## src/rtl/stage3_writeback_if.sv

```systemverilog
// stage3_writeback_if: data-memory req/ready/rvalid handshake between stage 3 and memory.
interface stage3_writeback_if;
   logic        req;
   logic        we;
   logic [31:0] addr;
   logic [31:0] wdata;
   logic [3:0]  wmask;
   logic        ready;
   logic        rvalid;
   logic [31:0] rdata;
   modport master (output req, we, addr, wdata, wmask, input ready, rvalid, rdata);
   modport slave (input req, we, addr, wdata, wmask, output ready, rvalid, rdata);
endinterface

```

## src/rtl/stage3_writeback.sv

```systemverilog
// stage3_writeback: RV32I stage 3 - memory access, load alignment, write-back and forwarding selects.
module stage3_writeback #(
   parameter logic [31:0] NOP_INST = 32'h00000013
) (
   input  logic                       clk,
   input  logic                       rst_n,
   input  logic [31:0]                stage2_inst_in,
   input  logic [31:0]                stage2_pc_in,
   input  logic [31:0]                stage2_alu_in,
   input  logic [31:0]                stage2_rs2_in,
   output logic [31:0]                stage3_inst,
   output logic                       wb_en,
   output logic [4:0]                 wb_rd,
   output logic [31:0]                wb_data,
   output logic                       rs1_data_sel,
   output logic                       rs2_data_sel,
   output logic                       stall,
   output logic                       misalign_err,
   stage3_writeback_if.master         dmem
);
   typedef enum logic {RUN, LWAIT} state_t;
   state_t      state_q, state_d;
   logic [31:0] inst_q, pc_q, alu_q, rs2_q;
   logic [6:0]  opc;
   logic [2:0]  f3;
   logic [1:0]  sel;
   logic        is_load, is_store, is_jump, writes_rd, misaligned, mem_op;
   logic [7:0]  lbyte;
   logic [15:0] lhalf;
   logic [31:0] ldata;
   assign opc        = inst_q[6:0];
   assign f3         = inst_q[14:12];
   assign sel        = alu_q[1:0];
   assign is_load    = opc == 7'b0000011;
   assign is_store   = opc == 7'b0100011;
   assign is_jump    = opc == 7'b1101111 || opc == 7'b1100111;
   assign writes_rd  = is_load || is_jump || opc == 7'b0110011 || opc == 7'b0010011 ||
                       opc == 7'b0110111 || opc == 7'b0010111;
   assign misaligned = (is_load || is_store) &&
                       ((f3[1:0] == 2'b01 && sel[0]) || (f3[1:0] == 2'b10 && sel != 2'b00));
   assign mem_op     = (is_load || is_store) && !misaligned;
   assign lbyte      = dmem.rdata[{sel, 3'b000} +: 8];
   assign lhalf      = sel[1] ? dmem.rdata[31:16] : dmem.rdata[15:0];
   assign ldata      = f3[1:0] == 2'b00 ? {{24{lbyte[7] & ~f3[2]}}, lbyte} :
                       f3[1:0] == 2'b01 ? {{16{lhalf[15] & ~f3[2]}}, lhalf} : dmem.rdata;
   // A load holds the pipe from request until its data returns; a store only until accepted.
   always_comb begin
      state_d  = state_q;
      dmem.req = 1'b0;
      stall    = 1'b0;
      if (state_q == RUN) begin
         dmem.req = mem_op;
         stall    = mem_op && (is_load || !dmem.ready);
         if (mem_op && is_load && dmem.ready) state_d = LWAIT;
      end else begin
         stall = !dmem.rvalid;
         if (dmem.rvalid) state_d = RUN;
      end
   end
   assign dmem.we      = dmem.req && is_store;
   assign dmem.addr    = {alu_q[31:2], 2'b00};
   assign dmem.wdata   = !is_store ? 32'd0 :
                         f3[1:0] == 2'b00 ? {4{rs2_q[7:0]}} :
                         f3[1:0] == 2'b01 ? {2{rs2_q[15:0]}} : rs2_q;
   assign dmem.wmask   = !is_store ? 4'b0000 :
                         f3[1:0] == 2'b00 ? 4'b0001 << sel :
                         f3[1:0] == 2'b01 ? 4'b0011 << sel : 4'b1111;
   assign stage3_inst  = inst_q;
   assign wb_rd        = inst_q[11:7];
   assign wb_en        = writes_rd && wb_rd != 5'd0 && !stall && !misaligned;
   assign wb_data      = is_jump ? pc_q + 32'd4 : is_load ? ldata : alu_q;
   assign misalign_err = misaligned;
   assign rs1_data_sel = wb_en && wb_rd == stage2_inst_in[19:15];
   assign rs2_data_sel = wb_en && wb_rd == stage2_inst_in[24:20];
   always_ff @(posedge clk or negedge rst_n) begin
      if (!rst_n) begin
         state_q <= RUN;
         inst_q  <= NOP_INST;
         pc_q    <= 32'd0;
         alu_q   <= 32'd0;
         rs2_q   <= 32'd0;
      end else begin
         state_q <= state_d;
         if (!stall) begin
            inst_q <= stage2_inst_in;
            pc_q   <= stage2_pc_in;
            alu_q  <= stage2_alu_in;
            rs2_q  <= stage2_rs2_in;
         end
      end
   end
endmodule

```

## src/flat_wrapper.sv

```systemverilog
// flat-port wrapper written by rule: the top's interface ports become plain ports
module stage3_writeback_flat 
#(
   parameter logic [31:0] NOP_INST = 32'h00000013
)
  (clk, rst_n, stage2_inst_in, stage2_pc_in, stage2_alu_in, stage2_rs2_in, stage3_inst, wb_en, wb_rd, wb_data, rs1_data_sel, rs2_data_sel, stall, misalign_err, dmem_req, dmem_we, dmem_addr, dmem_wdata, dmem_wmask, dmem_ready, dmem_rvalid, dmem_rdata);
  stage3_writeback_if dmem_i ();
  input  logic clk;
  input  logic rst_n;
  input  logic [31:0] stage2_inst_in;
  input  logic [31:0] stage2_pc_in;
  input  logic [31:0] stage2_alu_in;
  input  logic [31:0] stage2_rs2_in;
  output logic [31:0] stage3_inst;
  output logic wb_en;
  output logic [4:0] wb_rd;
  output logic [31:0] wb_data;
  output logic rs1_data_sel;
  output logic rs2_data_sel;
  output logic stall;
  output logic misalign_err;
  output wire logic [$bits(dmem_i.req)-1:0] dmem_req;
  output wire logic [$bits(dmem_i.we)-1:0] dmem_we;
  output wire logic [$bits(dmem_i.addr)-1:0] dmem_addr;
  output wire logic [$bits(dmem_i.wdata)-1:0] dmem_wdata;
  output wire logic [$bits(dmem_i.wmask)-1:0] dmem_wmask;
  input wire logic [$bits(dmem_i.ready)-1:0] dmem_ready;
  input wire logic [$bits(dmem_i.rvalid)-1:0] dmem_rvalid;
  input wire logic [$bits(dmem_i.rdata)-1:0] dmem_rdata;
  assign dmem_req = dmem_i.req;
  assign dmem_we = dmem_i.we;
  assign dmem_addr = dmem_i.addr;
  assign dmem_wdata = dmem_i.wdata;
  assign dmem_wmask = dmem_i.wmask;
  assign dmem_i.ready = dmem_ready;
  assign dmem_i.rvalid = dmem_rvalid;
  assign dmem_i.rdata = dmem_rdata;
  stage3_writeback #(.NOP_INST(NOP_INST)) u_core (.clk(clk), .rst_n(rst_n), .stage2_inst_in(stage2_inst_in), .stage2_pc_in(stage2_pc_in), .stage2_alu_in(stage2_alu_in), .stage2_rs2_in(stage2_rs2_in), .stage3_inst(stage3_inst), .wb_en(wb_en), .wb_rd(wb_rd), .wb_data(wb_data), .rs1_data_sel(rs1_data_sel), .rs2_data_sel(rs2_data_sel), .stall(stall), .misalign_err(misalign_err), .dmem(dmem_i));
endmodule
```

## config.mk

```make
export PLATFORM = sky130hd
export DESIGN_NAME = stage3_writeback_flat
export DESIGN_NICKNAME = d
export VERILOG_FILES = /design/src/rtl/stage3_writeback_if.sv /design/src/rtl/stage3_writeback.sv /design/src/flat_wrapper.sv
export SDC_FILE = /design/constraint.sdc
export NUM_CORES = 1
export LEC_CHECK = 0
export CAP_MARGIN = 20
export CORE_MARGIN = 2
export CORE_UTILIZATION = 25
export DETAILED_ROUTE_END_ITERATION = 8
export HOLD_SLACK_MARGIN = 0.02
export PLACE_DENSITY_LB_ADDON = 0.3
export SETUP_SLACK_MARGIN = 0.4
export SYNTH_ARGS = -nofsm -noshare
export SYNTH_HDL_FRONTEND = slang
export SYNTH_SLANG_ARGS = --single-unit
export TNS_END_PERCENT = 100
```

## constraint.sdc

```tcl
create_clock -name clk -period 10.7 [get_ports clk]
set_input_delay 2.14 -clock clk [delete_from_list [all_inputs] [get_ports clk]]
set_output_delay 2.14 -clock clk [all_outputs]
set_load 0.05 [all_outputs]
```

* After elaboration in Yosys (flattened, before gate mapping)
Index checks and enable logic that the tools add are counted.
Word-level totals: input port bits 164, logic and storage cells 69, output and inout bits 144, register bits 129
Cells by class: shifts and indexed selects 3, mux-type cells 16, bitwise operators 3, reduce and logical (&&, ||, !) cells 29, eq/ne operators 12, add/subtract/negate cells 1
Operators with widths (count):
- $mux 32 | 7
- $add 32x3->32 const B | 1
- $shiftx 32x6->8 | 1
- $eq 7x6->1 const B | 3
- $mux 16 | 1
- $eq 7x5->1 const B | 2
- $eq 7x7->1 const B | 2
- $logic_and 1x1->1 | 13
- $mux 4 | 3
- $eq 5x5->1 | 2
- $logic_or 1x1->1 | 9
- $eq 7x2->1 const B | 1
- $mux 1 | 5
- $reduce_bool 5->1 | 1
- $logic_not 1->1 | 4
- $shl 1x2->4 const A | 1
- $shl 2x2->4 const A | 1
- $and 1x1->1 | 2
- $eq 2x1->1 const B | 1
- $eq 2x2->1 const B | 1
- $logic_not 2->1 | 1
- $reduce_bool 2->1 | 1
- $not 1->1 | 1

* Longest topological paths before layout
word-level depth 12, depth in mapped cells 10, depth with buffers taken out 7

* Worst setup path after synthesis
Ideal clock, no wire load.
kind input -> output, from input dmem_ready, to output rs1_data_sel, stages on the path 4, data required time 8.560 ns, path buffers 0, arrival 4.513 ns, path slack 4.047 ns, cell sequence and2_1 o32ai_4 or4_1 nor4_1
On the way: longest elaborated chain between the ends 8
RTL lines:
- start: declaration | line flat_wrapper.sv:27 | input wire logic [$bits(dmem_i.ready)-1:0] dmem_ready;
- $logic_not 1->1 | line stage3_writeback.sv:53 | stall = mem_op && (is_load || !dmem.ready);
- $logic_or 1x1->1 | line stage3_writeback.sv:53
- $logic_and 1x1->1 | line stage3_writeback.sv:53
- $mux 1 | line stage3_writeback.sv:51 | if (state_q == RUN) begin
- $logic_not 1->1 | line stage3_writeback.sv:70 | assign wb_en = writes_rd && wb_rd != 5'd0 && !stall && !misaligned;
- $logic_and 1x1->1 (2 in series) | line stage3_writeback.sv:70
- $logic_and 1x1->1 | line stage3_writeback.sv:73 | assign rs1_data_sel = wb_en && wb_rd == stage2_inst_in[19:15];
- end: declaration | line flat_wrapper.sv:18 | output logic rs1_data_sel;
Every way passes these cells.

* Final worst setup path
from input dmem_rdata[31], to output wb_data[28]
On the way: longest elaborated chain between the ends 6, elaborated cells between the ends (all ways) 8, classes of those cells 1 x shift; 5 x mux; 2 x bitwise
RTL lines:
- start: declaration | line flat_wrapper.sv:29 | input wire logic [$bits(dmem_i.rdata)-1:0] dmem_rdata;
- parallel branches: the longest is 3 deep, another holds $shiftx 32x6->8
- $mux 32 * | line stage3_writeback.sv:44 | assign ldata = f3[1:0] == 2'b00 ? {{24{lbyte[7] & ~f3[2]}}, lbyte} :
- $mux 32 * (2 in series) | line stage3_writeback.sv:71 | assign wb_data = is_jump ? pc_q + 32'd4 : is_load ? ldata : alu_q;
- end: declaration | line flat_wrapper.sv:17 | output logic [31:0] wb_data;
Mark *: on every way between the ends.

==> results.yml <==
worst_setup_path:
  worstReg2RegEnd: "u_core.pc_q[30]"
  nature_of_the_critical_path_endpoint: "primary output"
  worst-endpoint-arrival_ns: 5.14
  worstPathMaxFanout: 14
  r2r-start: "u_core.alu_q[1]"
  worst-r2r-cell-count: 9
  setup.worst_path.class: "in2out"
  setup.worst_path.start_class: "primary input"
  crit_required_ns: 8.56
  reg2reg_slack_ns: 6.66
power_and_ir_drop:
  vdd_ir_drop_max_mv: 0.1017
  total_power_mw: 1.517
  power_leakage_nw: 4.804
  powerDensity_mw_per_mm2: 127.5
synthesis:
  netlist_top_cells_count: "126 x sky130_fd_sc_hd__dfrtp_1, 100 x sky130_fd_sc_hd__mux2_4, 50 x sky130_fd_sc_hd__nor2_1, 47 x sky130_fd_sc_hd__nand2_1, 39 x sky130_fd_sc_hd__a21oi_1"
  yosysTopAreaCell: "sky130_fd_sc_hd__dfrtp_1"
  syn_area_per_cell_sq_um: 11.30
  synth.ff_latch_count: 129
  post_synth_main_area_contributors: "sky130_fd_sc_hd__dfrtp_1 38%, sky130_fd_sc_hd__mux2_4 18%, sky130_fd_sc_hd__buf_4 3.4%"
  combined_area_of_all_synthesized_cells_sq_mm: 0.008214
  synthArstFlopShare: 1.000
  synth.top_cell.area_share: 0.3839
  yosys_most_used_dff: "sky130_fd_sc_hd__dfrtp_1"
  yosys.cell_count.top_type: "sky130_fd_sc_hd__dfrtp_1"
  yosys_warnings: 0
  synth_edf_count: 0
  synth_cells: 727
  ys_seq_area_frac: 0.3935
  post_synth_num_cell_types: 64
floorplanning:
  initial_core_util: 0.2531
  placement_rows: 66
  overall_die_height_um: 185.3
  dieArea_sq_mm: 0.03432
  ioPinCount: 308
  core_region_area_sq_mm: 0.03245
  floorplan.die.width_um: 185.3
timing:
  setup_viol: 0
  worst_slew_margin_rel: 0.2369
  final_min_period_over_clock_period: 0.6804
  finClkSkew_ns: 0.01467
  finalHoldViolations: 0
  count_of_final_max_slew_check_failures: 0
  minimum_period_implied_by_the_final_worst_setup_slack_ns: 7.280
  worstMarginPinSlew_ns: 1.140
  achievable-frequency_ghz: 0.1374
  totalNegativeSetupSlack_ns: 0
  rsz_0062_raised_after_global_routing: "false"
clocking:
  clock_latency_ns: 0.43
  clk_transition_reported_paths_ns: 0.05
  hold_fix_buffers_at_cts: 0
  tritoncts_num_sinks: 129
  cts_max_path_buffers: 2
  cts-resized-gates: 0
  post-cts-setup-buffers: 0
  cts_max_level: 4
  number_of_buffers_created_by_cts: 17
  root_buffer: "sky130_fd_sc_hd__clkbuf_16"
  clock_tree_from_tritoncts: "done"
layout:
  drive_gt1_frac: 0.1815
  postLayoutCoreUtil: 0.3665
  areaGrowthSynthToFinish_pct: 44.81
  nets: 1148
job:
  max_cap_viol_count: 0
grt:
  grt_overflow: 0
  grt_max_degree: 73
  grt_antenna_before_repair: 3
  grt_pass1_vias: 7052
  grt_util_all_layers: 0.1751
  wire_length_of_the_first_global_routing_pass_mm: 44.49
route:
  initialDrtViolationCount: 271
  postRouteWirelength_mm: 29.89
  first_pass_iteration_count_of_the_detailed_router: 5
  detail_route.wl_per_cell_um: 20.82
  post_drt_via_cell_ratio: 4.632
  postRouteAntennaNets: 0
  remaining_drc_errors: 0
  routed-via-count: 6651
hold_path:
  min_to: "u_core.stage3_inst[31]"
  timing.hold.worst.start: "u_core.stage3_inst[31]"
  hp-class: "reg2reg"
  number_of_cells_on_the_worst_hold_path: 1
outcome:
  run_status: "complete, no violations"
placed_design:
  hpwlAfterDp_mm: 22.42
  final_weighted_congestion_in_routability_driven_placement: 0.8920
  numPortBuffers: 305
registers in the layout, indices dropped and copies added (netlist names):
signal / count
u_core.alu_q: 32
u_core.pc_q: 32
u_core.rs2_q: 32
u_core.stage3_inst: 32
u_core.state_q: 1
cells by family (layout without fill, tap and decap cells):
family                   after synthesis  after routing  synth area share
multiplexers                         155            155            0.2649
XOR/XNOR                              38             38           0.04052
adder cells (fa/ha/maj)                5              5          0.007616
flip-flops                           129            129            0.3935
other                                  1              4         0.0004565
AO/OA/AOI/OAI                        140            140            0.1121
AND/OR/NAND/NOR                      165            165           0.09597
buffers and inverters                 94            358           0.08500
per-layer routing:
metal / global-route usage / up-vias / share of wire
li1: - / 3103 / -
met1: 0.2241 / 3286 / 0.44
met2: 0.2810 / 224 / 0.47
met3: 0.04994 / 38 / 0.059
met4: 0.06159 / 0 / 0.029
met5: 0 / - / 0
metrics by stage:
stage               instances  cell area (sq um)  setup slack, ns  hold slack, ns
CTS                      1434              11890            3.419          0.5068
finish                   1436              11900            3.420          0.5026
detailed placement       1402              11250            3.429          0.4902
global placement         1402              11250            3.545          0.4894
floorplan                 728               8218            4.047          0.4793
global route             1435              11890            3.290          0.5126
worst max-delay path, stage by stage:
cell and delay [ns]:
sky130_fd_sc_hd__clkdlybuf4s50_1 0.48, sky130_fd_sc_hd__mux2_2 0.29, sky130_fd_sc_hd__a311o_1 0.33, sky130_fd_sc_hd__nor2_1 0.87
sky130_fd_sc_hd__a21o_1 0.20, sky130_fd_sc_hd__o21ai_0 0.09, sky130_fd_sc_hd__clkdlybuf4s50_1 0.73
layout make-up:
type,instances,area (sq um)
diodes,2,5.005
clock buffers,19,442.9
clock inverters,13,196.4
fillers,3232,20560
inverters,10,37.54
multi-input cells,505,4290
flip-flops and latches,129,3233
well taps,442,553.0
repair buffers,316,3137
worst max path at each step:
stage / start / to / cells past startpoint
final: dmem_rdata[31] / wb_data[28] / 7
after global routing: dmem_rdata[31] / wb_data[24] / 7
after CTS: dmem_rdata[31] / wb_data[28] / 7
after detailed placement: dmem_rdata[31] / wb_data[22] / 7
after global placement: dmem_rdata[31] / wb_data[24] / 7
after floorplan: dmem_ready / rs1_data_sel / 4
cells in the final DEF (no fill, tap or decap), drive strengths merged, types with 15 or more instances in the layout:
master and instances:
clkdlybuf4s50 304, mux2 129, dfrtp 126, nor2 50, nand2 47, a21oi 39
o21ai 29, xor2 24, mux2i 19, clkbuf 19, o22ai 17, nand3 15
a21o 15
power breakdown:
part	internal [mW]	total, mW	switching (mW)
sequential	0.515	0.545	0.0299
combinational	0.154	0.326	0.173
clock	0.401	0.645	0.244
total	1.07	1.52	0.447
(Power assumes the default switching activity.)
